<file path="src/rtl/sprite_frame_scheduler_if.sv">
// Bundle of the scheduler's frame, sprite-engine and VGA-adapter signals.
// master: the scheduler (samples the sprite table, drives engine start and
//         adapter writes).
// slave:  the surrounding system (sprite table, sprite engine, adapter).
// Signals:
//   frame_tick, sprite_x/y/active      frame request and sprite table
//   eng_start, eng_x, eng_y            engine command (anchor of one sprite)
//   eng_pix_x/y/valid, eng_done        engine pixel stream and completion
//   vga_x, vga_y, vga_colour, vga_plot adapter write port
//   busy, frame_done, overrun          sequencer status
interface sprite_frame_scheduler_if #(
    parameter int NUM_SPRITES = 2
);
    logic                     frame_tick;
    logic [8*NUM_SPRITES-1:0] sprite_x;
    logic [7*NUM_SPRITES-1:0] sprite_y;
    logic [NUM_SPRITES-1:0]   sprite_active;

    logic                     eng_start;
    logic [7:0]               eng_x;
    logic [6:0]               eng_y;
    logic [7:0]               eng_pix_x;
    logic [6:0]               eng_pix_y;
    logic                     eng_pix_valid;
    logic                     eng_done;

    logic [7:0]               vga_x;
    logic [6:0]               vga_y;
    logic [2:0]               vga_colour;
    logic                     vga_plot;

    logic                     busy;
    logic                     frame_done;
    logic                     overrun;

    modport master (
        input  frame_tick, sprite_x, sprite_y, sprite_active,
        input  eng_pix_x, eng_pix_y, eng_pix_valid, eng_done,
        output eng_start, eng_x, eng_y,
        output vga_x, vga_y, vga_colour, vga_plot,
        output busy, frame_done, overrun
    );

    modport slave (
        output frame_tick, sprite_x, sprite_y, sprite_active,
        output eng_pix_x, eng_pix_y, eng_pix_valid, eng_done,
        input  eng_start, eng_x, eng_y,
        input  vga_x, vga_y, vga_colour, vga_plot,
        input  busy, frame_done, overrun
    );
endinterface

</file>
<file path="src/rtl/sprite_frame_scheduler.sv">
// Per-frame sequencer for a shared sprite pixel engine and a single 160x120
// 3-bit VGA adapter write port. Each frame tick: erase every previously drawn
// sprite (redraw in BG_COLOUR), draw every active sprite at its freshly
// latched position (FG_COLOUR), then commit the new positions as the old set.
// Ports:
//   clock  system clock
//   reset  synchronous, active-high
//   bus    sprite_frame_scheduler_if.master (frame request, sprite table,
//          engine handshake, adapter write port, status)
module sprite_frame_scheduler #(
    parameter int         NUM_SPRITES = 2,
    parameter logic [2:0] FG_COLOUR   = 3'b111,
    parameter logic [2:0] BG_COLOUR   = 3'b000
) (
    input logic                      clock,
    input logic                      reset,
    sprite_frame_scheduler_if.master bus
);

    localparam int                IDX_W    = (NUM_SPRITES > 1) ? $clog2(NUM_SPRITES) : 1;
    localparam logic [IDX_W-1:0]  LAST_IDX = IDX_W'(NUM_SPRITES - 1);

    typedef enum logic [2:0] {
        IDLE,
        LATCH,
        ERASE_START,
        ERASE_WAIT,
        DRAW_START,
        DRAW_WAIT,
        COMMIT
    } state_t;

    state_t                 state;
    logic [IDX_W-1:0]       idx;
    logic [IDX_W-1:0]       nxt_idx;
    logic                   last_slot;

    logic [7:0]             new_x [NUM_SPRITES];
    logic [6:0]             new_y [NUM_SPRITES];
    logic [NUM_SPRITES-1:0] new_active;
    logic [7:0]             old_x [NUM_SPRITES];
    logic [6:0]             old_y [NUM_SPRITES];
    logic [NUM_SPRITES-1:0] old_valid;

    logic                   eng_start_r;
    logic [7:0]             eng_x_r;
    logic [6:0]             eng_y_r;
    logic                   busy_r;
    logic                   frame_done_r;

    logic                   erase_advance;
    logic                   draw_advance;
    logic                   in_wait;
    logic                   pix_in_range;
    logic [2:0]             phase_colour;

    logic [7:0]             pix_x_p1;
    logic [6:0]             pix_y_p1;
    logic [2:0]             colour_p1;
    logic                   vld_p1;

    assign nxt_idx   = idx + IDX_W'(1);
    assign last_slot = (idx == LAST_IDX);

    // A slot is finished either by skipping it (nothing to draw) or by the
    // engine reporting completion while we wait on it.
    always_comb begin
        erase_advance = 1'b0;
        draw_advance  = 1'b0;
        in_wait       = 1'b0;
        phase_colour  = 3'b000;
        case (state)
            ERASE_START: erase_advance = ~old_valid[idx];
            ERASE_WAIT: begin
                erase_advance = bus.eng_done;
                in_wait       = 1'b1;
                phase_colour  = BG_COLOUR;
            end
            DRAW_START:  draw_advance = ~new_active[idx];
            DRAW_WAIT: begin
                draw_advance = bus.eng_done;
                in_wait      = 1'b1;
                phase_colour = FG_COLOUR;
            end
            default: ;
        endcase
        pix_in_range = (bus.eng_pix_x < 8'd160) && (bus.eng_pix_y < 7'd120);
    end

    // eng_start/eng_x/eng_y are loaded on entry to a *_START state for the slot
    // being entered, so the pulse coincides exactly with the START state and
    // is never visible in a *_WAIT state.
    always_ff @(posedge clock) begin
        if (reset) begin
            state        <= IDLE;
            idx          <= '0;
            eng_start_r  <= 1'b0;
            eng_x_r      <= '0;
            eng_y_r      <= '0;
            busy_r       <= 1'b0;
            frame_done_r <= 1'b0;
            new_active   <= '0;
            old_valid    <= '0;
            for (int i = 0; i < NUM_SPRITES; i++) begin
                new_x[i] <= '0;
                new_y[i] <= '0;
                old_x[i] <= '0;
                old_y[i] <= '0;
            end
        end else begin
            eng_start_r  <= 1'b0;
            frame_done_r <= 1'b0;
            case (state)
                IDLE: begin
                    if (bus.frame_tick) begin
                        state  <= LATCH;
                        busy_r <= 1'b1;
                    end
                end
                LATCH: begin
                    for (int i = 0; i < NUM_SPRITES; i++) begin
                        new_x[i] <= bus.sprite_x[8*i +: 8];
                        new_y[i] <= bus.sprite_y[7*i +: 7];
                    end
                    new_active  <= bus.sprite_active;
                    idx         <= '0;
                    state       <= ERASE_START;
                    eng_start_r <= old_valid[0];
                    eng_x_r     <= old_x[0];
                    eng_y_r     <= old_y[0];
                end
                ERASE_START, ERASE_WAIT: begin
                    if (erase_advance) begin
                        if (last_slot) begin
                            idx         <= '0;
                            state       <= DRAW_START;
                            eng_start_r <= new_active[0];
                            eng_x_r     <= new_x[0];
                            eng_y_r     <= new_y[0];
                        end else begin
                            idx         <= nxt_idx;
                            state       <= ERASE_START;
                            eng_start_r <= old_valid[nxt_idx];
                            eng_x_r     <= old_x[nxt_idx];
                            eng_y_r     <= old_y[nxt_idx];
                        end
                    end else if (state == ERASE_START) begin
                        state <= ERASE_WAIT;
                    end
                end
                DRAW_START, DRAW_WAIT: begin
                    if (draw_advance) begin
                        if (last_slot) begin
                            idx          <= '0;
                            state        <= COMMIT;
                            frame_done_r <= 1'b1;
                        end else begin
                            idx         <= nxt_idx;
                            state       <= DRAW_START;
                            eng_start_r <= new_active[nxt_idx];
                            eng_x_r     <= new_x[nxt_idx];
                            eng_y_r     <= new_y[nxt_idx];
                        end
                    end else if (state == DRAW_START) begin
                        state <= DRAW_WAIT;
                    end
                end
                COMMIT: begin
                    for (int i = 0; i < NUM_SPRITES; i++) begin
                        old_x[i] <= new_x[i];
                        old_y[i] <= new_y[i];
                    end
                    old_valid <= new_active;
                    state     <= IDLE;
                    busy_r    <= 1'b0;
                end
                default: begin
                    state  <= IDLE;
                    busy_r <= 1'b0;
                end
            endcase
        end
    end

    // ---- stage p0 -> p1: clip engine pixel and register adapter write ----
    always_ff @(posedge clock) begin
        if (reset) begin
            vld_p1    <= 1'b0;
            pix_x_p1  <= '0;
            pix_y_p1  <= '0;
            colour_p1 <= '0;
        end else begin
            vld_p1    <= bus.eng_pix_valid & in_wait & pix_in_range;
            pix_x_p1  <= bus.eng_pix_x;
            pix_y_p1  <= bus.eng_pix_y;
            colour_p1 <= phase_colour;
        end
    end

    assign bus.eng_start  = eng_start_r;
    assign bus.eng_x      = eng_x_r;
    assign bus.eng_y      = eng_y_r;
    assign bus.vga_x      = pix_x_p1;
    assign bus.vga_y      = pix_y_p1;
    assign bus.vga_colour = colour_p1;
    assign bus.vga_plot   = vld_p1;
    assign bus.busy       = busy_r;
    assign bus.frame_done = frame_done_r;
    // busy_r mirrors "state != IDLE", so a tick is dropped in the same cycle.
    assign bus.overrun    = bus.frame_tick & busy_r;

endmodule

</file>
<file path="src/flat_wrapper.sv">
// flat-port wrapper written by rule: the top's interface ports become plain ports
module sprite_frame_scheduler_flat 
#(
    parameter int         NUM_SPRITES = 2,
    parameter logic [2:0] FG_COLOUR   = 3'b111,
    parameter logic [2:0] BG_COLOUR   = 3'b000
)
  (clock, reset, bus_frame_tick, bus_sprite_x, bus_sprite_y, bus_sprite_active, bus_eng_pix_x, bus_eng_pix_y, bus_eng_pix_valid, bus_eng_done, bus_eng_start, bus_eng_x, bus_eng_y, bus_vga_x, bus_vga_y, bus_vga_colour, bus_vga_plot, bus_busy, bus_frame_done, bus_overrun);
  sprite_frame_scheduler_if #(.NUM_SPRITES(NUM_SPRITES)) bus_i ();
  input logic clock;
  input logic reset;
  input wire logic [$bits(bus_i.frame_tick)-1:0] bus_frame_tick;
  input wire logic [$bits(bus_i.sprite_x)-1:0] bus_sprite_x;
  input wire logic [$bits(bus_i.sprite_y)-1:0] bus_sprite_y;
  input wire logic [$bits(bus_i.sprite_active)-1:0] bus_sprite_active;
  input wire logic [$bits(bus_i.eng_pix_x)-1:0] bus_eng_pix_x;
  input wire logic [$bits(bus_i.eng_pix_y)-1:0] bus_eng_pix_y;
  input wire logic [$bits(bus_i.eng_pix_valid)-1:0] bus_eng_pix_valid;
  input wire logic [$bits(bus_i.eng_done)-1:0] bus_eng_done;
  output wire logic [$bits(bus_i.eng_start)-1:0] bus_eng_start;
  output wire logic [$bits(bus_i.eng_x)-1:0] bus_eng_x;
  output wire logic [$bits(bus_i.eng_y)-1:0] bus_eng_y;
  output wire logic [$bits(bus_i.vga_x)-1:0] bus_vga_x;
  output wire logic [$bits(bus_i.vga_y)-1:0] bus_vga_y;
  output wire logic [$bits(bus_i.vga_colour)-1:0] bus_vga_colour;
  output wire logic [$bits(bus_i.vga_plot)-1:0] bus_vga_plot;
  output wire logic [$bits(bus_i.busy)-1:0] bus_busy;
  output wire logic [$bits(bus_i.frame_done)-1:0] bus_frame_done;
  output wire logic [$bits(bus_i.overrun)-1:0] bus_overrun;
  assign bus_i.frame_tick = bus_frame_tick;
  assign bus_i.sprite_x = bus_sprite_x;
  assign bus_i.sprite_y = bus_sprite_y;
  assign bus_i.sprite_active = bus_sprite_active;
  assign bus_i.eng_pix_x = bus_eng_pix_x;
  assign bus_i.eng_pix_y = bus_eng_pix_y;
  assign bus_i.eng_pix_valid = bus_eng_pix_valid;
  assign bus_i.eng_done = bus_eng_done;
  assign bus_eng_start = bus_i.eng_start;
  assign bus_eng_x = bus_i.eng_x;
  assign bus_eng_y = bus_i.eng_y;
  assign bus_vga_x = bus_i.vga_x;
  assign bus_vga_y = bus_i.vga_y;
  assign bus_vga_colour = bus_i.vga_colour;
  assign bus_vga_plot = bus_i.vga_plot;
  assign bus_busy = bus_i.busy;
  assign bus_frame_done = bus_i.frame_done;
  assign bus_overrun = bus_i.overrun;
  sprite_frame_scheduler #(.NUM_SPRITES(NUM_SPRITES), .FG_COLOUR(FG_COLOUR), .BG_COLOUR(BG_COLOUR)) u_core (.clock(clock), .reset(reset), .bus(bus_i));
endmodule
</file>
<file path="config.mk">
export PLATFORM = sky130hd
export DESIGN_NAME = sprite_frame_scheduler_flat
export DESIGN_NICKNAME = d
export VERILOG_FILES = /design/src/rtl/sprite_frame_scheduler_if.sv /design/src/rtl/sprite_frame_scheduler.sv /design/src/flat_wrapper.sv
export SDC_FILE = /design/constraint.sdc
export NUM_CORES = 1
export LEC_CHECK = 0
export BUFFER_PORTS_ARGS = -buffer_cell sky130_fd_sc_hd__buf_2
export CAP_MARGIN = 15
export CORE_ASPECT_RATIO = 0.75
export CORE_MARGIN = 2
export CORE_UTILIZATION = 60
export DETAILED_ROUTE_END_ITERATION = 8
export GPL_TIMING_DRIVEN = 0
export PLACE_DENSITY = 0.85
export REMOVE_ABC_BUFFERS = 1
export SYNTH_ARGS = -nofsm -noshare
export SYNTH_HDL_FRONTEND = slang
export SYNTH_SLANG_ARGS = --single-unit
</file>
<file path="constraint.sdc">
create_clock -name clock -period 6.5 [get_ports clock]
set_clock_uncertainty 0.05 [all_clocks]
set_input_delay 0.975 -clock clock [delete_from_list [all_inputs] [get_ports clock]]
set_output_delay 0.975 -clock clock [all_outputs]
set_load 0.02 [all_outputs]
</file>
==> run metrics <==
CTS tree yes; diode count 0; Async S/R FF share, synth 0%; Post-synth top flop edfxtp_1; Hold Buf Count CTS 0; post-synthesis instance area between 4000 and 5000 µm²; Worst EP required 6670 ps; Seq. cell area roughly 2700 µm²; P&R area growth vs syn 14.02%; Worst-Skew Late Latency 360 ps; Seq/Total Area, Yosys 55.14%; crit path kind in -> reg; Final Hold Vio Count 0; Arrival @ worst endpoint approximately 2900 ps; CTS Root Cell clkbuf_8; leakage 2.255 nW; Worst-Margin Slew roughly 1100 ps; Worst setup EP type flip-flop; Avg WL per Cell 15.28 µm; Worst R2R End u_core.bus.eng_y[4]$_SDFFE_PP0P_; fin util 70.15%; Mapped Avg Cell Area about 12 µm²; Cell Rows 28; #FFs+latches synth between 100 and 150; slowest stage delay, CP 670 ps; footprint of the multi-input gates 1994 µm²; R2R Path Start u_core.state[2]$_SDFFE_PP0P_; post-detailed-route count of antenna-violating nets 0; Max Slew Vio Count 0; vias per cell roughly 5.5; Final setup viols 0; Post-synth EDFFs 60; Fin Hold WS 426.4 ps; total routed wirelength 9.045 mm; initial core utilization 61.53%; nets 534; Power Density approximately 250 nW/µm²; run status completed; number of buffers inserted during clock tree synthesis 9; post-CTS setup buffers 0; Crit path buffers/inverters 2; min-delay worst type reg -> reg; Mapped Cells between 400 and 500; initial antenna violation count 0; critical-path maximum fanout 58; DP Cell Count 575; PostCTS Resize Cnt 0; share of post-route cells with drive strength above 1 30.39%; initial drt markers 163; H-Tree Level Count 3; hold endpoint u_core.bus.eng_x[3]$_SDFFE_PP0P_; count of distinct cell types in the synthesized netlist a little over 40; setup TNS 0 ps; GRT Total Usage about a fifth; Reg2Reg Depth 4; Hold Crit Depth 2; Max-slew headroom just under 30%; largest net degree at the start of global routing 59; DP Wirelength a little under 6 mm; core area 7848 µm²; Die X-Extent 107.6 µm; non-filler instance count after layout 592; CP Cell Sequence buf_2 -> nand2b_1 -> nor3_2 -> buf_6 -> and2_1; max cap viols 0; total gr overflow 0; critical hold path startpoint u_core.bus.eng_x[3]$_SDFFE_PP0P_; reg-to-reg slack, setup 3990 ps; First-pass DRT Iterations 4; Vias 3230; IO Pins 90; Crit-path slowest cell nor3_2; Sinks on Clock Net 103; fin crit period between 2000 and 3000 ps; die span in y 81.69 µm; Max VDD drop 0.1122 mV; Warnings, synthesis 0; Bufs on Longest Clock Path 2; Peak Freq about 370 MHz; first-pass GRT wire length 14.35 mm; port buffer count 89; family with the most delay on the worst path simple AND/OR/NAND/NOR gates; vias in the first global route 2995; Worst setup SP type input port; die footprint 8789 µm²; RSZ-0062 raised after global routing false; drc violations 0; routability cong. 0.7871; Final period util 41.10%; Clock transition at path regs 90 ps; fillcell total between 500 and 600
## area by class of cell
type	instances	share of cell area, %
inverters	4	0.2727
well taps	105	2.386
multi-input cells	271	36.23
flip-flops and latches	103	48.43
repair buffers	93	9.523
clock inverters	6	0.6591
clock buffers	10	2.500
## cells by family after synthesis
| family | count (synthesis) | synth area share, % |
|---|---|---|
| AO/OA/AOI/OAI | 67 | 10.57 |
| multiplexers | 48 | 11.51 |
| AND/OR/NAND/NOR | 155 | 18.94 |
| flip-flops | 103 | 55.14 |
| buffers and inverters | 37 | 3.654 |
| XOR/XNOR | 1 | 0.1814 |
## report_power, final
part	switching, W	internal, W
logic	0.000121	0.000108
clock network	0.000206	0.000148
registers	0.0000311	0.000736
## sequential cells by signal, summed over array words and instances, names as in the netlist, 2 cells and up
register and flops:
u_core.new_x 16, u_core.old_x 16, u_core.new_y 14, u_core.old_y 14
u_core.bus.eng_x 8, u_core.bus.vga_x 8, u_core.bus.eng_y 7, u_core.bus.vga_y 7
u_core.state 3, u_core.new_active 2, u_core.old_valid 2
## worst max path at each step
stage | slack, ps | depth (start not counted) | from | to
after global routing | 3530 | 5 | reset | u_core.new_y[0][6]$_SDFFCE_PN0P_
after CTS | 3460 | 3 | reset | u_core.old_y[1][1]$_SDFFCE_PN0P_
final | 3830 | 5 | reset | u_core.new_x[1][2]$_SDFFCE_PN0P_
after global placement | 2240 | 4 | reset | u_core.new_x[0][0]$_SDFFCE_PN0P_
after floorplan | 3540 | 3 | u_core.state[1]$_SDFFE_PP0P_ | u_core.bus.eng_x[0]$_SDFFE_PP0P_
after detailed placement | 3080 | 3 | reset | u_core.old_y[1][5]$_SDFFCE_PN0P_
## stage by stage
step           setup WS (ps)   power, W  cell area [µm²]
2_1_floorplan           3541  0.0009292             4667
3_5_place_dp            3084   0.001009             5304
5_1_grt                 3533   0.001412             5505
3_3_place_gp            2242  0.0009951             5244
6_report                3828   0.001350             5505
4_1_cts                 3463   0.001359             5478
## worst min-delay path: stages, from the launching register on
cell and delay (ps):
dfxtp_1 320, nand2b_1 60, mux2i_1 60
## synth_stat cells, types with 3 or more instances
cell / count / share of area (%)
or2_2: 3 / 0.39
nor2_1: 20 / 1.6
buf_2: 9 / 0.93
buf_4: 5 / 0.78
and2_1: 62 / 8.0
mux2_2: 20 / 4.7
mux2_4: 10 / 3.1
inv_1: 4 / 0.31
a21oi_1: 19 / 2.0
o211ai_1: 15 / 2.3
nand2b_1: 17 / 2.2
nand2_1: 6 / 0.47
dfxtp_1: 43 / 18
o21ai_0: 3 / 0.31
mux2i_1: 18 / 3.7
a211o_1: 15 / 2.7
clkbuf_1: 15 / 1.2
nor2b_1: 32 / 4.1
nor3_1: 4 / 0.41
edfxtp_1: 60 / 37
buf_1: 3 / 0.23
## routing by layer
metal	wire (µm)	vias up	GRT usage [%]
met5	0	-	0
li1	-	1598	-
met3	512	2	6.111
met1	3991	1528	27.67
met4	18	0	4.359
met2	4522	102	35.97
## placed cells by master, fill, tap and decap left out, types with 2 or more instances in the layout
cell type and count:
a22o_1 2, a31oi_1 2, a211oi_1 2, buf_12 2, mux2_2 20, or2_2 3
and2_1 62, nand2_1 6, nor3b_1 2, clkinv_2 3, mux2_4 10, nand3b_1 2
nand3_1 2, dfxtp_1 40, o211ai_1 15, a21oi_1 19, clkinv_4 2, dfxtp_2 3
nor2_1 20, o21bai_1 2, nor3_1 3, nor2b_1 32, inv_1 4, buf_2 89
a32oi_1 2, a211o_1 15, o21ai_0 3, nand2b_1 17, clkbuf_8 10, mux2i_1 18
edfxtp_1 60
Note: power is estimated with default switching activity, not from simulation.
